==> src/rtl/oled_pkg.sv <==
// Shared definitions for the OLED numeric renderer: FSM state codes,
// SSD1306-style command opcodes and font geometry.
package oled_pkg;

   localparam logic [3:0] IDLE     = 4'd0;
   localparam logic [3:0] CMD_PAGE = 4'd1;
   localparam logic [3:0] CMD_COLL = 4'd2;
   localparam logic [3:0] CMD_COLH = 4'd3;
   localparam logic [3:0] ROM_ADDR = 4'd4;
   localparam logic [3:0] ROM_WAIT = 4'd5;
   localparam logic [3:0] DATA     = 4'd6;
   localparam logic [3:0] ROW_NEXT = 4'd7;
   localparam logic [3:0] FINISH   = 4'd8;

   localparam logic [7:0] OP_PAGE = 8'hB0;
   localparam logic [7:0] OP_COLL = 8'h00;
   localparam logic [7:0] OP_COLH = 8'h10;

   localparam int unsigned FONT_W    = 8;
   localparam int unsigned FONT_ROWS = 2;

   // Nibbles outside 0..9 are drawn as empty columns.
   function automatic logic is_blank(input logic [3:0] nib);
      return nib > 4'd9;
   endfunction

endpackage

==> src/rtl/oled_num_render.sv <==
// Renders NUM_DIGITS BCD digits as two font rows on an OLED, issuing page/column
// commands then glyph bytes fetched from an external synchronous font ROM.
module oled_num_render
   import oled_pkg::*;
#(
   parameter int unsigned NUM_DIGITS = 4
) (
   input  logic                    sys_clk,
   input  logic                    rst_n,
   input  logic                    start,
   input  logic [4*NUM_DIGITS-1:0] digits,
   input  logic [2:0]              page,
   input  logic [6:0]              col,
   output logic                    font_row,
   output logic [4:0]              font_sel,
   output logic [4:0]              index,
   input  logic [7:0]              rom_data,
   output logic                    wr_valid,
   output logic                    wr_dc,
   output logic [7:0]              wr_byte,
   input  logic                    wr_ready,
   output logic                    busy,
   output logic                    done
);

   localparam logic [2:0] LAST_DIG = 3'(NUM_DIGITS - 1);
   localparam logic [2:0] LAST_IDX = 3'(FONT_W - 1);
   localparam logic       LAST_ROW = 1'(FONT_ROWS - 1);

   logic [3:0]              state, state_n;
   logic [4*NUM_DIGITS-1:0] digits_q;
   logic [2:0]              page_q;
   logic [6:0]              col_q;
   logic                    row_q;
   logic [2:0]              dig_q;
   logic [2:0]              idx_q;
   logic [7:0]              data_q;
   logic [3:0]              nib;
   logic                    accept;
   logic                    last_byte;

   assign accept    = start && !busy;
   assign last_byte = (idx_q == LAST_IDX) && (dig_q == LAST_DIG);

   always_comb begin
      nib = '0;
      for (int unsigned i = 0; i < NUM_DIGITS; i++) begin
         if (dig_q == 3'(i)) nib = digits_q[4*(NUM_DIGITS-1-i) +: 4];
      end
   end

   assign font_row = row_q;
   assign font_sel = is_blank(nib) ? '0 : {1'b0, nib};
   assign index    = {2'b00, idx_q};

   always_comb begin
      state_n = state;
      case (state)
         IDLE, FINISH: state_n = start ? CMD_PAGE : IDLE;
         CMD_PAGE:     if (wr_ready) state_n = CMD_COLL;
         CMD_COLL:     if (wr_ready) state_n = CMD_COLH;
         CMD_COLH:     if (wr_ready) state_n = ROM_ADDR;
         ROM_ADDR:     state_n = ROM_WAIT;
         ROM_WAIT:     state_n = DATA;
         DATA: begin
            if (wr_ready) begin
               if (!last_byte)             state_n = ROM_ADDR;
               else if (row_q == LAST_ROW) state_n = FINISH;
               else                        state_n = ROW_NEXT;
            end
         end
         ROW_NEXT:     state_n = CMD_PAGE;
         default:      state_n = IDLE;
      endcase
   end

   always_ff @(posedge sys_clk or negedge rst_n) begin
      if (!rst_n) begin
         state    <= IDLE;
         digits_q <= '0;
         page_q   <= '0;
         col_q    <= '0;
         row_q    <= 1'b0;
         dig_q    <= '0;
         idx_q    <= '0;
         data_q   <= '0;
      end else begin
         state <= state_n;
         if (accept) begin
            digits_q <= digits;
            page_q   <= page;
            col_q    <= col;
            row_q    <= 1'b0;
            dig_q    <= '0;
            idx_q    <= '0;
         end
         // ROM output is valid during ROM_WAIT; address is held by the counters.
         if (state == ROM_WAIT) data_q <= is_blank(nib) ? '0 : rom_data;
         if (state == DATA && wr_ready) begin
            if (idx_q == LAST_IDX) begin
               idx_q <= '0;
               dig_q <= (dig_q == LAST_DIG) ? '0 : dig_q + 3'd1;
            end else begin
               idx_q <= idx_q + 3'd1;
            end
         end
         if (state == ROW_NEXT) row_q <= 1'b1;
      end
   end

   always_comb begin
      wr_valid = 1'b0;
      wr_dc    = 1'b0;
      wr_byte  = '0;
      case (state)
         CMD_PAGE: begin
            wr_valid = 1'b1;
            wr_byte  = OP_PAGE | {5'b0, page_q + {2'b00, row_q}};
         end
         CMD_COLL: begin
            wr_valid = 1'b1;
            wr_byte  = OP_COLL | {4'h0, col_q[3:0]};
         end
         CMD_COLH: begin
            wr_valid = 1'b1;
            wr_byte  = OP_COLH | {5'b0, col_q[6:4]};
         end
         DATA: begin
            wr_valid = 1'b1;
            wr_dc    = 1'b1;
            wr_byte  = data_q;
         end
         default: ;
      endcase
   end

   assign busy = (state != IDLE) && (state != FINISH);
   assign done = (state == FINISH);

endmodule

==> config.mk <==
export PLATFORM = sky130hd
export DESIGN_NAME = oled_num_render
export DESIGN_NICKNAME = d
export VERILOG_FILES = /design/src/rtl/oled_pkg.sv /design/src/rtl/oled_num_render.sv
export SDC_FILE = /design/constraint.sdc
export NUM_CORES = 1
export LEC_CHECK = 0
export BUFFER_PORTS_ARGS = -buffer_cell sky130_fd_sc_hd__buf_4
export CAP_MARGIN = 20
export CORE_ASPECT_RATIO = 0.7
export CORE_MARGIN = 5
export CORE_UTILIZATION = 57
export CTS_BUF_LIST = sky130_fd_sc_hd__clkbuf_8 sky130_fd_sc_hd__clkbuf_16
export DETAILED_ROUTE_END_ITERATION = 12
export PLACE_DENSITY = 0.83
export SYNTH_ARGS = -nofsm -noshare
export SYNTH_HDL_FRONTEND = slang
export SYNTH_SLANG_ARGS = --single-unit
==> constraint.sdc <==
create_clock -name sys_clk -period 3.1 [get_ports sys_clk]
set_clock_uncertainty 0.15 [all_clocks]
set_input_delay 0.155 -clock sys_clk [delete_from_list [all_inputs] [get_ports sys_clk]]
set_output_delay 0.155 -clock sys_clk [all_outputs]
set_load 0.02 [all_outputs]
==> results.py <==
metrics = {
    "placed_design": {
        "pre_cts_slack_ps": 587,
        "place_area_sq_um": 2790,
        "numPortBuffers": 57,
        "dpl.hpwl_microns": 3890,
        "gp_congestion": 0.837,
    },
    "critical_path": {
        "endpoint_kind": "output port",
        "max_stage_delay_ps": 430,
        "worstPathMaxFanout": 10,
        "cpMaxStageDelayCell": "dfrtp_1",
        "worst-path-buf-inv": 2,
        "crit_family": "compound AO/OA/AOI/OAI gates",
        "crit_path_cell_trace": "inv_1 -> ha_1 -> or2_0 -> a221o_1 -> a211o_1 -> a221oi_2 -> buf_4",
        "cp-start-kind": "flip-flop",
        "arrival_ps": 2600,
        "required_ps": 2790,
        "crit_type": "flip-flop to output port",
    },
    "floorplan": {
        "die_w_microns": 87.1,
        "pin_count": 61,
        "die_area_sq_um": 5580,
        "core-area_sq_um": 3970,
        "row_count": 19,
        "start_util_pct": 59.8,
        "dieHeight_microns": 64.0,
    },
    "timing": {
        "rsz0062_at_grt": "no",
        "relSlewSlack_pct": 60.5,
        "fin_ws_ps": 195,
        "worst_pin_slew_ps": 577,
        "min_period_ps": 2910,
        "slew_violations": 0,
        "final-setup-viol-count": 0,
        "finalCritPeriodShare_pct": 93.7,
        "hold_violations": 0,
        "finalSetupTns_ps": 0,
        "max_freq_mhz": 344,
    },
    "worst_hold_path": {
        "hold_class": "input port to flip-flop",
    },
    "synth": {
        "yosysMostFrequentCell": "dfrtp_1",
        "synth_top_area_share_pct": 47.4,
        "yosys-top-cells-area": "dfrtp_1 47%, mux2_2 10%, mux2i_1 5.9%, ha_1 4.2%, a21oi_1 3.8%",
        "yosysSeqAreaShare_pct": 47.4,
        "netlist_area_sq_um": 2370,
        "synth-async-reset-ratio_pct": 100,
        "synth_commonest_cells": "45 x dfrtp_1, 21 x mux2_2, 18 x a21oi_1",
        "synth_edf_count": 0,
        "synthCells": 218,
        "synth_area_per_cell_sq_um": 10.9,
        "ys_warn_count": 0,
        "synth_area_leader_cell": "dfrtp_1",
        "ys.flop_type": "dfrtp_1",
        "ys_types": 41,
        "synth-seq-cells": 45,
    },
    "pwr": {
        "swShare_pct": 38.6,
        "irDropWorstVdd_mv": 0.598,
        "power.density_nw_per_um2": 861,
        "seqPwrFrac_pct": 38.9,
        "leakage_nw": 1.47,
        "p_clk_share_pct": 15.8,
        "switchingPower_mw": 1.07,
        "p_int_mw": 1.70,
        "combPwrFrac_pct": 45.2,
    },
    "outcome": {
        "outcome": "finished clean",
    },
    "grt": {
        "grt_pass1_vias": 2087,
        "grt_max_degree": 46,
        "grt_remaining_overflow": 0,
        "antenna_found_initial": 0,
        "grtUsageTotal_pct": 23.2,
        "grt_pass1_wl_microns": 10100,
    },
    "clocking": {
        "htreeDepth": 2,
        "clock_latency_ps": 290,
        "clock_sinks": 45,
        "clock_path_buffers": 2,
        "cts-resized-gates": 0,
        "cts-root-buf": "clkbuf_8",
        "cts_setup_buffers": 0,
        "cts_made_buffers": 5,
        "clk_pin_slew_worst_paths_ps": 80,
        "cts_tree": "done",
        "cts_hold_buf": 31,
    },
    "run": {
        "drv_cap": 0,
    },
    "detailed_routing": {
        "drt_iter0_drc": 151,
        "num_vias": 2041,
        "drt_wl_total_microns": 5970,
        "avgRoutedWirePerCell_microns": 16.9,
        "drc": 0,
        "dr.pass1.iters": 4,
        "antenna_left": 0,
        "viasPerCell": 5.78,
    },
    "cells_and_area": {
        "finalInstanceArea_sq_um": 3210,
        "fin_nets": 346,
        "diodes": 0,
        "drive_above_1_share_pct": 29.9,
        "area.growth.synth_to_final_pct": 35.4,
    },
}
## routing by layer
layer	wire, microns	vias up	track usage (%)	share of wire (%)
met3	452	22	5.26	7.6
met2	2900	81	37.0	49
met5	0	-	0	0
met4	172	0	8.24	2.9
li1	-	938	-	-
met1	2440	1000	31.3	41
## state kept, by name, indices dropped and copies added (netlist names)
register / cells
digits_q: 16
data_q: 8
col_q: 7
state: 4
dig_q: 3
idx_q: 3
page_q: 3
font_row: 1
## placed cells by master, fill, tap and decap left out, drive strengths merged, types with 2 or more instances in the layout
| master | n |
|---|---|
| mux2i | 14 |
| o22ai | 3 |
| clkbuf | 5 |
| a41oi | 2 |
| buf | 59 |
| ha | 8 |
| nand2 | 13 |
| nand3b | 4 |
| nor2 | 14 |
| dlygate4sd3 | 31 |
| nand2b | 3 |
| o21ai | 9 |
| conb | 3 |
| a22o | 3 |
| nor3 | 2 |
| nor2b | 4 |
| and2 | 4 |
| a211o | 2 |
| mux2 | 25 |
| dfrtp | 45 |
| inv | 10 |
| a221oi | 3 |
| o211ai | 2 |
| a21oi | 18 |
## layout make-up
| cell class | count | area [sq um] |
|---|---|---|
| fillers | 244 | 757 |
| flip-flops and latches | 45 | 1130 |
| inverters | 9 | 33.8 |
| repair buffers | 90 | 753 |
| well taps | 52 | 65.1 |
| clock inverters | 3 | 42.5 |
| multi-input cells | 149 | 1120 |
| clock buffers | 5 | 68.8 |
## stage by stage
step | total power, mW | hold slack (ps) | utilization (%) | instances
2_1_floorplan | 1.87 | -291 | - | 220
3_3_place_gp | 2.24 | 34.3 | 70.3 | 314
3_5_place_dp | 2.28 | 38.2 | 70.3 | 314
4_1_cts | 2.75 | 6.24 | 80.9 | 353
5_1_grt | 2.94 | 16.9 | 80.9 | 353
6_report | 2.77 | 5.47 | 80.9 | 353
## power by group through the flow
stage	clock [mW]	combinational [mW]	sequential [mW]
3_5_place_dp	0	1.20	1.08
3_3_place_gp	0	1.18	1.07
5_1_grt	0.477	1.36	1.11
4_1_cts	0.443	1.24	1.07
2_1_floorplan	0	0.902	0.968
6_report	0.438	1.25	1.08
## path summary, 6_finish.rpt
| path | start | endpoint | slack, ps | cells after the start |
|---|---|---|---|---|
| max reg2reg | dig_q[0] | data_q[1] | 750 | 6 |
| min in group asynchronous | rst_n | digits_q[11] | 250 | 2 |
| min | rom_data[6] | data_q[6] | 5 | 3 |
| max | dig_q[0] | font_sel[0] | 190 | 7 |
| min reg2reg | col_q[3] | col_q[3] | 360 | 1 |
| max in group asynchronous | rst_n | col_q[6] | 2160 | 2 |
## worst min-delay path, cell delays in order
cell and delay [ps]:
buf_4 80, mux2i_1 60, a21oi_1 110
## kinds of logic (layout without fill, tap and decap cells)
| kind of cell | Yosys count | after routing | synth area share, % |
|---|---|---|---|
| AO/OA/AOI/OAI | 49 | 49 | 13.9 |
| flip-flops | 45 | 45 | 47.4 |
| other | 1 | 3 | 0.158 |
| XOR/XNOR | 1 | 1 | 0.369 |
| adder cells (fa/ha/maj) | 8 | 8 | 4.22 |
| AND/OR/NAND/NOR | 49 | 49 | 10.6 |
| multiplexers | 39 | 39 | 17.8 |
| buffers and inverters | 26 | 107 | 5.53 |
No activity file was read; power rests on OpenSTA's default activity.
